### src/rtl/eth_tx_arb.sv
// eth_tx_arb: round-robin packet arbiter feeding the RMII transmit byte path.
// Closes underrun and over-length packets and enforces an inter-packet gap.
module eth_tx_arb #(
    parameter int pNUM_SRC    = 2,
    parameter int pMAX_LEN    = 1500,
    parameter int pGAP_CYCLES = 4
) (
    input  logic                  Clk,
    input  logic                  Rst,
    input  logic [pNUM_SRC-1:0]   Src_Req,
    output logic [pNUM_SRC-1:0]   Src_Grant,
    input  logic [8*pNUM_SRC-1:0] Src_Data,
    input  logic [pNUM_SRC-1:0]   Src_Valid,
    input  logic [pNUM_SRC-1:0]   Src_Last,
    input  logic                  Fifo_Afull,
    output logic [9:0]            Eth_Byte,
    output logic                  Eth_Byte_Valid,
    output logic [2:0]            Active_Src,
    output logic                  Pkt_Done,
    output logic                  Underrun,
    output logic                  Truncated
);

    typedef enum logic [2:0] {
        IDLE, GRANT, XFER, DRAIN, GAP
    } tState;

    localparam logic [10:0] cMaxLen   = 11'(pMAX_LEN);
    localparam logic [7:0]  cGap      = 8'(pGAP_CYCLES);
    localparam logic [2:0]  cLastInit = 3'(pNUM_SRC - 1);

    tState                state, stateNxt;
    logic [2:0]           lastIdx, lastNxt;
    logic [2:0]           actNxt;
    logic [pNUM_SRC-1:0]  grantNxt;
    logic [10:0]          byteCnt, cntNxt;
    logic [7:0]           gapCnt, gapNxt;
    logic [9:0]           byteNxt;
    logic                 validNxt, doneNxt, underNxt, truncNxt;

    logic                 curReq, curValid, curLast;
    logic [7:0]           curData;
    logic [3:0]           start;
    logic                 hiFound, winFound;
    logic [2:0]           hiIdx, anyIdx, winIdx;
    logic [pNUM_SRC-1:0]  winOneHot;

    always_comb begin
        curReq   = 1'b0;
        curValid = 1'b0;
        curLast  = 1'b0;
        curData  = '0;
        for (int i = 0; i < pNUM_SRC; i++) begin
            if (Active_Src == 3'(i)) begin
                curReq   = Src_Req[i];
                curValid = Src_Valid[i];
                curLast  = Src_Last[i];
                curData  = Src_Data[8*i +: 8];
            end
        end
    end

    // Lowest requester at or above lastIdx+1, else wrap to lowest overall.
    always_comb begin
        start   = {1'b0, lastIdx} + 4'd1;
        hiFound = 1'b0;
        hiIdx   = '0;
        anyIdx  = '0;
        for (int i = pNUM_SRC - 1; i >= 0; i--) begin
            if (Src_Req[i]) begin
                anyIdx = 3'(i);
            end
            if (Src_Req[i] && (4'(i) >= start)) begin
                hiFound = 1'b1;
                hiIdx   = 3'(i);
            end
        end
        winFound = |Src_Req;
        winIdx   = hiFound ? hiIdx : anyIdx;
    end

    always_comb begin
        winOneHot = '0;
        for (int i = 0; i < pNUM_SRC; i++) begin
            winOneHot[i] = (winIdx == 3'(i));
        end
    end

    always_comb begin
        stateNxt = state;
        grantNxt = Src_Grant;
        actNxt   = Active_Src;
        lastNxt  = lastIdx;
        cntNxt   = byteCnt;
        gapNxt   = gapCnt;
        byteNxt  = '0;
        validNxt = 1'b0;
        doneNxt  = 1'b0;
        underNxt = 1'b0;
        truncNxt = 1'b0;
        unique case (state)
            IDLE: begin
                if (winFound && !Fifo_Afull) begin
                    grantNxt = winOneHot;
                    actNxt   = winIdx;
                    stateNxt = GRANT;
                end
            end
            GRANT: begin
                if (curValid) begin
                    validNxt = 1'b1;
                    byteNxt  = {1'b1, curLast, curData};
                    cntNxt   = 11'd1;
                    if (curLast) begin
                        doneNxt  = 1'b1;
                        grantNxt = '0;
                        lastNxt  = Active_Src;
                        gapNxt   = '0;
                        stateNxt = GAP;
                    end else if (cMaxLen == 11'd1) begin
                        byteNxt[8] = 1'b1;
                        doneNxt    = 1'b1;
                        truncNxt   = 1'b1;
                        stateNxt   = DRAIN;
                    end else begin
                        stateNxt = XFER;
                    end
                end else if (!curReq) begin
                    grantNxt = '0;
                    stateNxt = IDLE;
                end
            end
            XFER: begin
                validNxt = 1'b1;
                if (!curValid) begin
                    // Underrun appends a zero byte carrying EOP.
                    byteNxt  = 10'h100;
                    doneNxt  = 1'b1;
                    underNxt = 1'b1;
                    grantNxt = '0;
                    lastNxt  = Active_Src;
                    gapNxt   = '0;
                    stateNxt = GAP;
                end else begin
                    byteNxt = {1'b0, curLast, curData};
                    cntNxt  = byteCnt + 11'd1;
                    if (curLast) begin
                        doneNxt  = 1'b1;
                        grantNxt = '0;
                        lastNxt  = Active_Src;
                        gapNxt   = '0;
                        stateNxt = GAP;
                    end else if (byteCnt + 11'd1 == cMaxLen) begin
                        byteNxt[8] = 1'b1;
                        doneNxt    = 1'b1;
                        truncNxt   = 1'b1;
                        stateNxt   = DRAIN;
                    end
                end
            end
            DRAIN: begin
                if (curValid && curLast) begin
                    grantNxt = '0;
                    lastNxt  = Active_Src;
                    gapNxt   = '0;
                    stateNxt = GAP;
                end
            end
            GAP: begin
                grantNxt = '0;
                if (gapCnt == cGap) begin
                    stateNxt = IDLE;
                end else begin
                    gapNxt = gapCnt + 8'd1;
                end
            end
            default: stateNxt = IDLE;
        endcase
    end

    always_ff @(posedge Clk or posedge Rst) begin
        if (Rst) begin
            state          <= IDLE;
            lastIdx        <= cLastInit;
            Src_Grant      <= '0;
            Active_Src     <= '0;
            byteCnt        <= '0;
            gapCnt         <= '0;
            Eth_Byte       <= '0;
            Eth_Byte_Valid <= 1'b0;
            Pkt_Done       <= 1'b0;
            Underrun       <= 1'b0;
            Truncated      <= 1'b0;
        end else begin
            state          <= stateNxt;
            lastIdx        <= lastNxt;
            Src_Grant      <= grantNxt;
            Active_Src     <= actNxt;
            byteCnt        <= cntNxt;
            gapCnt         <= gapNxt;
            Eth_Byte       <= byteNxt;
            Eth_Byte_Valid <= validNxt;
            Pkt_Done       <= doneNxt;
            Underrun       <= underNxt;
            Truncated      <= truncNxt;
        end
    end

endmodule

### config.mk
export PLATFORM = sky130hd
export DESIGN_NAME = eth_tx_arb
export DESIGN_NICKNAME = d
export VERILOG_FILES = /design/src/rtl/eth_tx_arb.sv
export SDC_FILE = /design/constraint.sdc
export NUM_CORES = 1
export LEC_CHECK = 0
export ABC_AREA = 1
export ABC_CLOCK_PERIOD_IN_PS = 2100
export BUFFER_PORTS_ARGS = -buffer_cell sky130_fd_sc_hd__buf_2
export CAP_MARGIN = 20
export CORE_AREA = 2 2 75 77
export CTS_CLUSTER_DIAMETER = 80
export DETAILED_ROUTE_END_ITERATION = 7
export DIE_AREA = 0 0 77 79
export GPL_TIMING_DRIVEN = 0
export PLACE_DENSITY = 0.66
export SLEW_MARGIN = 20
export SYNTH_ARGS = -nofsm -noshare
export SYNTH_HDL_FRONTEND = slang
export SYNTH_SLANG_ARGS = --single-unit
### constraint.sdc
create_clock -name Clk -period 2.1 [get_ports Clk]
set_input_delay 0.63 -clock Clk [delete_from_list [all_inputs] [get_ports Clk]]
set_output_delay 0.63 -clock Clk [all_outputs]
set_load 0.02 [all_outputs]
== Yosys cells after proc, flatten, opt, wreduce, memory -nomap -nowiden ==
Index checks and enable logic that the tools add are counted.
Operators by class
  magnitude comparators: 2
  add/subtract/negate cells: 3
  reduce and logical (&&, ||, !) cells: 19
  eq/ne operators: 16
  muxes and demuxes: 62
Operators with widths (count)
  $mux W8: 7
  $mux W3: 16
  $pmux W8 S4: 1
  $mux W11: 2
  $pmux W11 S2: 1
  $mux W1: 21
  $pmux W10 S2: 1
  $pmux W3 S5: 1
  $mux W2: 6
  $ne A2 B2 Y1 const B: 6
  $add A11 B1 Y11 const B: 1
  $eq A11 B11 Y1 const B: 1
  $mux W10: 1
  $pmux W2 S5: 1
  $eq A3 B1 Y1 const B: 3
  $logic_not A3 Y1: 3
  $mux W9: 1
  $pmux W3 S3: 1
  $add A8 B1 Y8 const B: 1
  $eq A8 B3 Y1 const B: 1
  $ge A1 B4 Y1 const A: 2
  $reduce_and A4 Y1: 2
  $eq A3 B2 Y1 const B: 2
  $reduce_and A3 Y1: 2
  other kinds (14): 18
Storage, ports and cells
  output and inout port bits: 19
  input port bits: 25
  flip-flop bits (word level): 44
  logic and storage cells: 113

== Longest topological paths before layout ==
Gate-level depths: netlist of run 1.
  depth in word-level cells: 9
  mapped depth: 12
  depth with buffers taken out: 12

== Worst setup path after synthesis of run 1 ==
OpenSTA, ideal clock, no wires.
  kind: input port to flip-flop
  start: input Src_Valid[0]
  end: register state[2]
  arrival: 1507 ps
  required time: 1973 ps
  cell stages on the path: 5
  buffers on the path: 0
  library setup time: 127 ps
  slack: 466 ps
  path through: o21ai_2 > o21ai_2 > nand3_2 > a21oi_1 > or2_2
On the way
  cells in the longest elaborated chain, start to end: 5
  elaborated cells on any way between the ends: 10
  those cells by class: eq/ne (3); mux (5); reduce/logical (2)
RTL lines
  start: declaration: line 13  | input logic [pNUM_SRC-1:0] Src_Valid,
  $mux W1 * (2 in series): line 54  | if (Active_Src == 3'(i)) begin
  $logic_and A1 B1 Y1: line 162  | if (curValid && curLast) begin
  $ne A2 B2 Y1 (no source line)
  $reduce_and A5 Y1 (no source line)
  end signal: assignment: line 195  | state <= stateNxt;
  end: declaration: line 32  | tState state, stateNxt;
Mark *: on every way between the ends. The rest lies on a longest branch, timed or not.
A chain may end at the register's enable or synchronous reset.

== Final worst setup path of run 1 ==
  start: register byteCnt[1]
  end: register state[0]
On the way
  cells in the longest elaborated chain, start to end: 4
RTL lines
  start: declaration: line 36  | logic [10:0] byteCnt, cntNxt;
  start signal: assignment: line 199  | byteCnt <= cntNxt;
  $add A11 B1 Y11: line 153  | end else if (byteCnt + 11'd1 == cMaxLen) begin
  $eq A11 B11 Y1: line 153
  $ne A4 B4 Y1 (no source line)
  $reduce_and A5 Y1 (no source line)
Every way passes these cells.

==> results.md, run 1 <==
- Setup repair after global routing left no endpoint under its margin.
- After detailed routing, no signal wire sits above met4.
- The global-route wire length before repair is 8.91 mm.
- Leaving out fill and tap cells, the most frequent cell in the layout is nand2_1.
- The post-synth design cell area is 0.00231 mm^2.
- Summing all non-filler instances in the final layout gives an area of 0.00272 mm^2.
- The setup slack after placement is 71.9 ps.
- Once detail routing completed, the nets flagged for antenna violations numbered 0.
- Using the TritonRoute via totals, the vias-per-cell ratio works out to 4.95.
- A synthesized cell averages 7.52 um^2.
- For this design the static power due to leakage is 1.38 nW.
- The largest stage delay on the critical path is 400 ps.
- The total number of H-tree levels is 2.
- After synthesis the netlist holds a flip-flop and latch count of 41.
- The total grt overflow is 0.
- The initial antenna violation count is 0.
- Counting the fill cells in the layout gives 567.
- The maximum clock frequency is 0.538 GHz.
- The worst setup path is launched from a flop.
- The die is 79 um tall.
- Summing the sequential cell areas from Yosys gives 44.4% of the chip area.
- The cell row count is 27.
- In the global route stage, overall resource usage came out at 18.0%.
- Internal power comes to 1.73 mW.
- In the post-route analysis, the smallest setup slack over all paths is 241 ps.
- The total clock sinks is 41.
- The net count reported at finish is 388.
- The routability congestion estimate is 0.867.
- The endpoint arrival time on the critical path is 2050 ps.
- The power density relative to cell area is 1180 mW/mm^2.
- The maximum clock insertion buffer count is 2.
- The clock network burns 15.8% of the power.
- The synthesis-to-finish area growth is 17.6%.
- The final hold violation count is 0.
- The clock transition time at the flip-flop clock pins of the worst setup and hold paths is 80 ps.
- Setup violations remaining at the end of the flow were counted as 0.
- Across all hold checks on the routed design, the worst slack comes to 271 ps.
- The worst path in the final design needs a cycle of 1860 ps, including I/O delays and setup.
- The run finished with clean final reports.
- The post-synthesis instance total is 308.
- The total clock buffers created by CTS is 5.
- The first routing iteration left 121 violations.
- The async set or reset register ratio after synthesis is 100%.
- Entering global routing, the biggest net connects 30 pins.
- The average routed wire per standard cell is 11.9 um.
- The die covers 0.00608 mm^2.
- In the layout the commonest cells are nand2_1, buf_2, dfrtp_1.
- The top-level I/O count is 44.
- Once the floorplan was initialized, standard cells occupied 43.4% of the core.
- Of all nets on the critical path, the largest fanout is 5.
- For this run, the number of Yosys warnings is 0.
- Across the run, the number of max-cap violations was 0.
- The number of flops mapped to enable cells by yosys is 0.
- The detailed router placed 2132 vias in this run.
- The CTS root buffer is clkbuf_8.
- In this run, the combinational gates consume 48.2% of the power.
- The post-route DRC violation count is 0.
- After detailed routing, the met2 layer carries 2.55 mm of wire.
- The clock tree from TritonCTS is built.
- VDD sags by at most 511 uV.
- The insertion delay to the later sink of the worst-skew pair is 290 ps.
- Summed over all nets, the switching power comes to 1.49 mW.
- The detailed placement HPWL is 3.96 mm.
- For this run, the detailed router's first-pass iteration total came to 4.
- Clock skew on the completed layout was measured at 6.73 ps.
- The total met3 wirelength after detailed routing is 179 um.
- The port buffer count is 41.
- The max-slew violation total from the final report is 0.
- The total core area is 0.00534 mm^2.
- The fraction of power spent switching nets is 46.2%.
- The signal on the critical path passes through ha_1 -> nand2_1 -> nor2_2 -> nand2_1 -> nand2_1 -> nand2_1 -> nor2_1 -> nand3_1 -> nand2_1 -> nand2_1 -> nand2_1 -> nand2_1.
- The critical path in this run is classified as reg -> reg.
- The share of the clock period used by the worst path after layout is 88.5%.
- The total wire length after detailed routing is 5.13 mm.
- The critical path's most frequent cell is nand2_1.
- Sequential cells account for 36.0% of the total power.
- The main flop type after synthesis is dfrtp_1.
- The fraction of layout cells with a size suffix above 1 is 20.1%.
- The antenna cell count is 0.
- Data on the critical path is required at its endpoint by 2290 ps.
- The class of the worst hold path is in -> async.
- The die boundary width is 77 um.
- For this block, wires on met1 add up to 2.36 mm.
- The number of different library cells used by synthesis comes to 37.
- The placed instances occupy a cell area of 0.00263 mm^2.
- The critical path endpoint category is a flop.
- For this design, the slowest cell found on the critical path is dfrtp_1.
- The via count of the first global-routing pass is 2065.
[final cells by class]
cell class                      instances  area (um^2)  share of cell area (%)
Tap cell                               72         90.1                    3.31
Clock inverter                          3         17.5                   0.643
Clock buffer                            5         68.8                    2.53
Buffer                                  7         46.3                    1.70
Timing Repair Buffer                   42          225                    8.27
Inverter                               42          158                    5.79
Multi-Input combinational cell        219         1090                    40.0
Sequential cell                        41         1030                    37.7
[metal layers]
| layer | GRT usage [%] | vias to the layer above |
|---|---|---|
| met5 | 0 | - |
| met4 | 4.29 | 0 |
| met3 | 3.75 | 4 |
| met2 | 31.9 | 37 |
| met1 | 22.5 | 982 |
| li1 | - | 1109 |
[cell families (layout without fill, tap and decap cells)]
logic type | Yosys count | count (layout) | synth area share [%]
AOI/OAI and AO/OA | 55 | 55 | 13.8
adders and majority gates | 5 | 5 | 2.70
and+or+nand+nor | 156 | 156 | 29.7
xor gates and xnor gates | 1 | 1 | 0.378
other | 1 | 2 | 0.162
DFF | 41 | 41 | 44.4
buffers and inverters | 49 | 99 | 8.81
[critical path, delay by kind of cell (launching register included)]
family / cells / cell delay (ps)
DFF: 1 / 400
and+or+nand+nor: 11 / 1140
adders and majority gates: 1 / 230
[cells in the mapped netlist, types with 2 or more instances]
cell type,number,area share (%)
a21oi_1,12,2.6
a22oi_1,2,0.65
a31oi_1,3,0.81
buf_4,3,0.97
clkbuf_1,2,0.32
dfrtp_1,40,43
ha_1,5,2.7
inv_1,38,6.2
inv_2,3,0.49
nand2_1,82,13
nand2_2,2,0.54
nand3_1,25,5.4
nand3b_1,2,0.65
nand4_1,6,1.6
nor2_1,29,4.7
nor2_4,2,0.97
nor3_1,3,0.65
o21ai_0,21,4.5
o21ai_1,3,0.65
o21ai_2,2,0.76
o22ai_1,5,1.4
o311ai_0,3,1.1
[registers in the layout (all words and copies together), names as in the netlist]
signal          cells
Src_Grant           2
lastIdx             3
state               3
Eth_Byte           10
Eth_Byte_Valid      1
gapCnt              8
Truncated           1
byteCnt            11
Underrun            1
Active_Src          1
[what timing repair did]
item | in CTS | in global routing
resized for setup | 0 | 1
endpoints found under the setup margin | 0 | 2
hold buffers | 0 | 0
endpoints found under the hold margin | 0 | 0
setup buffers | 0 | 0
[metrics by stage]
step	setup TNS (ps)	total power, mW	instances	util (%)
final	0	3.21	431	51.0
after global routing	0	3.51	431	51.0
after CTS	0	3.24	431	51.0
after detailed placement	0	2.72	423	49.3
after global placement	-3000	2.68	422	49.0
after floorplan	0	2.29	309	-
[path summary, 6_finish.rpt]
check	slack (ps)	from	end	cells past startpoint
worst max-delay path	240	byteCnt[1]$_DFFE_PP0P_	state[0]$_DFFE_PP0P_	12
worst min-delay path	270	Rst	byteCnt[3]$_DFFE_PP0P_	2
worst max register to register	240	byteCnt[1]$_DFFE_PP0P_	state[0]$_DFFE_PP0P_	12
worst min register to register	520	lastIdx[2]$_DFFE_PP0P_	lastIdx[2]$_DFFE_PP0P_	2
max in group asynchronous	1320	Rst	lastIdx[0]$_DFFE_PP1P_	3
min in group Clk	520	lastIdx[2]$_DFFE_PP0P_	lastIdx[2]$_DFFE_PP0P_	2
[power groups by stage]
stage | Combinational (mW) | Sequential (mW) | Clock (mW)
2_1_floorplan | 1.03 | 1.26 | 0
3_3_place_gp | 1.51 | 1.17 | 0
3_5_place_dp | 1.55 | 1.17 | 0
4_1_cts | 1.55 | 1.16 | 0.532
5_1_grt | 1.75 | 1.19 | 0.570
6_report | 1.55 | 1.16 | 0.507
No activity file was read; power rests on OpenSTA's default activity.
==> run 2, diff against run 1 <==
RECOVER_POWER = 100   (was default)
==> results.md, run 2 (synthesis results as in run 1) <==
- The total wire length after detailed routing is 5.13 mm.
- The fraction of power spent switching nets is 46.8%.
- The via count is 2131.
- TritonCTS built the clock tree.
- Routability-driven placement finished with a final weighted congestion of 0.867.
- The antenna cell count is 0.
- Measured against its own limit, the worst slew margin works out to 51.2%.
- The final hold violation count came to 0.
- The share of the clock period used by the worst path after layout is 91.3%.
- Setup violations remaining at the end of the flow were counted as 0.
- The post-layout worst setup margin is 182 ps.
- The via count of the first global-routing pass is 2065.
- The first detailed-routing pass ran for 4 iterations.
- After detailed routing, the average wire length per cell comes to 11.9 um.
- Clock-pin slew was measured on the worst setup and hold paths at 80 ps.
- In this run, the clock network consumes 16.1% of the power.
- The library cell used most frequently in the layout, excluding fill and tap cells, is nand2_1.
- Global routing used 22.5% of the available met1 tracks.
- The global-route wire length before repair is 8.91 mm.
- The top-level I/O count is 44.
- Timing would allow up to 0.521 GHz.
- The cell row count is 27.
- Dividing total power by cell area gives a power density of 1180 mW/mm^2.
- The count of max-cap constraint violations is 0.
- The required time of the critical path is 2250 ps.
- For this design the static power due to leakage is 1.31 nW.
- In the routed layout, each cell is associated on average with a via count of 4.94.
- The layer flagged by global routing as most heavily used is met2.
- The number of routed nets with antenna violations is 0.
- After legalization and detailed placement, the total HPWL measured 3.96 mm.
- The internal portion of the total power is 1.69 mW.
- The max-slew violation total from the final report came to 0.
- The initial antenna violation count is 0.
- The relative contribution of combinational cells to total power is 47.3%.
- The clock tree synthesis step divided the H-tree into 2 levels.
- The startpoint class of the critical path is a flop.
- The critical path endpoint category is a flop.
- The post-route setup TNS is 0 ps.
- The port buffer count is 41.
- The run finished with clean final reports.
- The smallest clock period supported by the final layout is computed as 1920 ps.
- The portion of total power attributed to sequential cells is 36.6%.
- The maximum fanout along the worst path is 10.
- The die is 79 um tall.
- The cell sitting at the root of the clock tree is a clkbuf_8.
- The fraction of layout cells with a size suffix above 1 is 13.6%.
- The maximum ir drop on the vdd rail is 511 uV.
- The net switching power of the design is 1.48 mW.
- The setup skew after layout is 3.28 ps.
- After clock tree synthesis, the repair step resized 0 gates.
- In this run, the number of DRC markers left after iteration 0 of detailed routing was 117.
- The total power draw is 3.17 mW.
- Global routing used 18.0% of the available tracks.
- The post-route DRC violation count is 0.
- The total clock sinks is 41.
- Global routing finished with a remaining overflow of 0.
- Global routing used 3.75% of the available met3 tracks.
- The fraction of met2 tracks used by global routing is 31.9%.
- The setup slack after placement is 71.9 ps.
- The total clock buffers created by CTS is 5.
- In the final design database the tool counted 388 nets.
- Counting flops per register, the top entry is byteCnt.
- Entering global routing, the biggest net connects 30 pins.
- The endpoint arrival time on the critical path is 2070 ps.
- Buffers added to address setup during post-CTS repair amount to 0.
- For the pin with the worst max-slew slack, the measured transition is 733 ps.
- The floorplan step set the die width to 77 um.
- Hold timing on the final database bottoms out at a slack of 331 ps.
- The synthesis-to-finish area growth is 15.6%.
- Setup repair after global routing left no endpoint under its margin.
- The full die area is 0.00608 mm^2.
- The register with the most flip-flops in the layout has 11 of them.
- For this design, the CTS-stage hold fixing added 0 buffers.
- The maximum clock insertion buffer count is 2.
- The total area inside the core boundary comes to 0.00534 mm^2.
- The top cell types in the final layout, fill and taps aside, are nand2_1, dfrtp_1, inv_1.
- The effective utilization at floorplan is 43.4%.
- The critical path is of the reg -> reg type.
- The insertion delay to the later sink of the worst-skew pair is 290 ps.
- In the final layout, the registers with the most flip-flops are byteCnt x11, Eth_Byte x10, gapCnt x8.
- The class of the worst hold path is in -> async.
run 2: power by group through the flow:
stage                     clock [mW]  combinational, mW  sequential, mW
after floorplan                    0               1.03            1.26
after global placement             0               1.51            1.17
after CTS                      0.532               1.55            1.16
after detailed placement           0               1.55            1.17
after global routing           0.570               1.70            1.19
final                          0.511               1.50            1.16
run 2: worst max-delay path: stages (launching register included):
cell      delay, ps
dfrtp_1         450
o21ai_2         410
nor2_1          210
nor2_4          190
clkbuf_1        400
a21oi_1         120
run 2: path summary, 6_finish.rpt:
check | startpoint | to | slack (ps) | depth (start not counted)
min | Rst | byteCnt[3]$_DFFE_PP0P_ | 330 | 2
max | Active_Src[0]$_DFFE_PP0P_ | byteCnt[0]$_DFFE_PP0P_ | 180 | 5
max reg2reg | Active_Src[0]$_DFFE_PP0P_ | byteCnt[0]$_DFFE_PP0P_ | 180 | 5
min reg2reg | lastIdx[2]$_DFFE_PP0P_ | lastIdx[2]$_DFFE_PP0P_ | 520 | 2
max in group asynchronous | Rst | gapCnt[6]$_DFFE_PP0P_ | 710 | 3
min in group Clk | lastIdx[2]$_DFFE_PP0P_ | lastIdx[2]$_DFFE_PP0P_ | 520 | 2
run 2: through the flow:
stage / utilization (%) / std cells / cell area (um^2)
after global routing: 50.1 / 431 / 2680
final: 50.1 / 431 / 2680
after floorplan: - / 309 / 2320
after CTS: 51.0 / 431 / 2720
after global placement: 49.0 / 422 / 2610
after detailed placement: 49.3 / 423 / 2630
run 2: final cells by class:
cell class	count	area, um^2
fillers	576	2660
flip-flops and latches	41	1030
clock inverters	3	17.5
plain buffers	7	45.0
well taps	72	90.1
inverters	42	158
clock buffers	5	68.8
multi-input cells	219	1080
repair buffers	42	189
run 2: per-layer routing:
metal,vias to the layer above,wire length (um)
met3,2,188
li1,1112,-
met2,36,2540
met4,0,16
met1,981,2390
met5,-,0
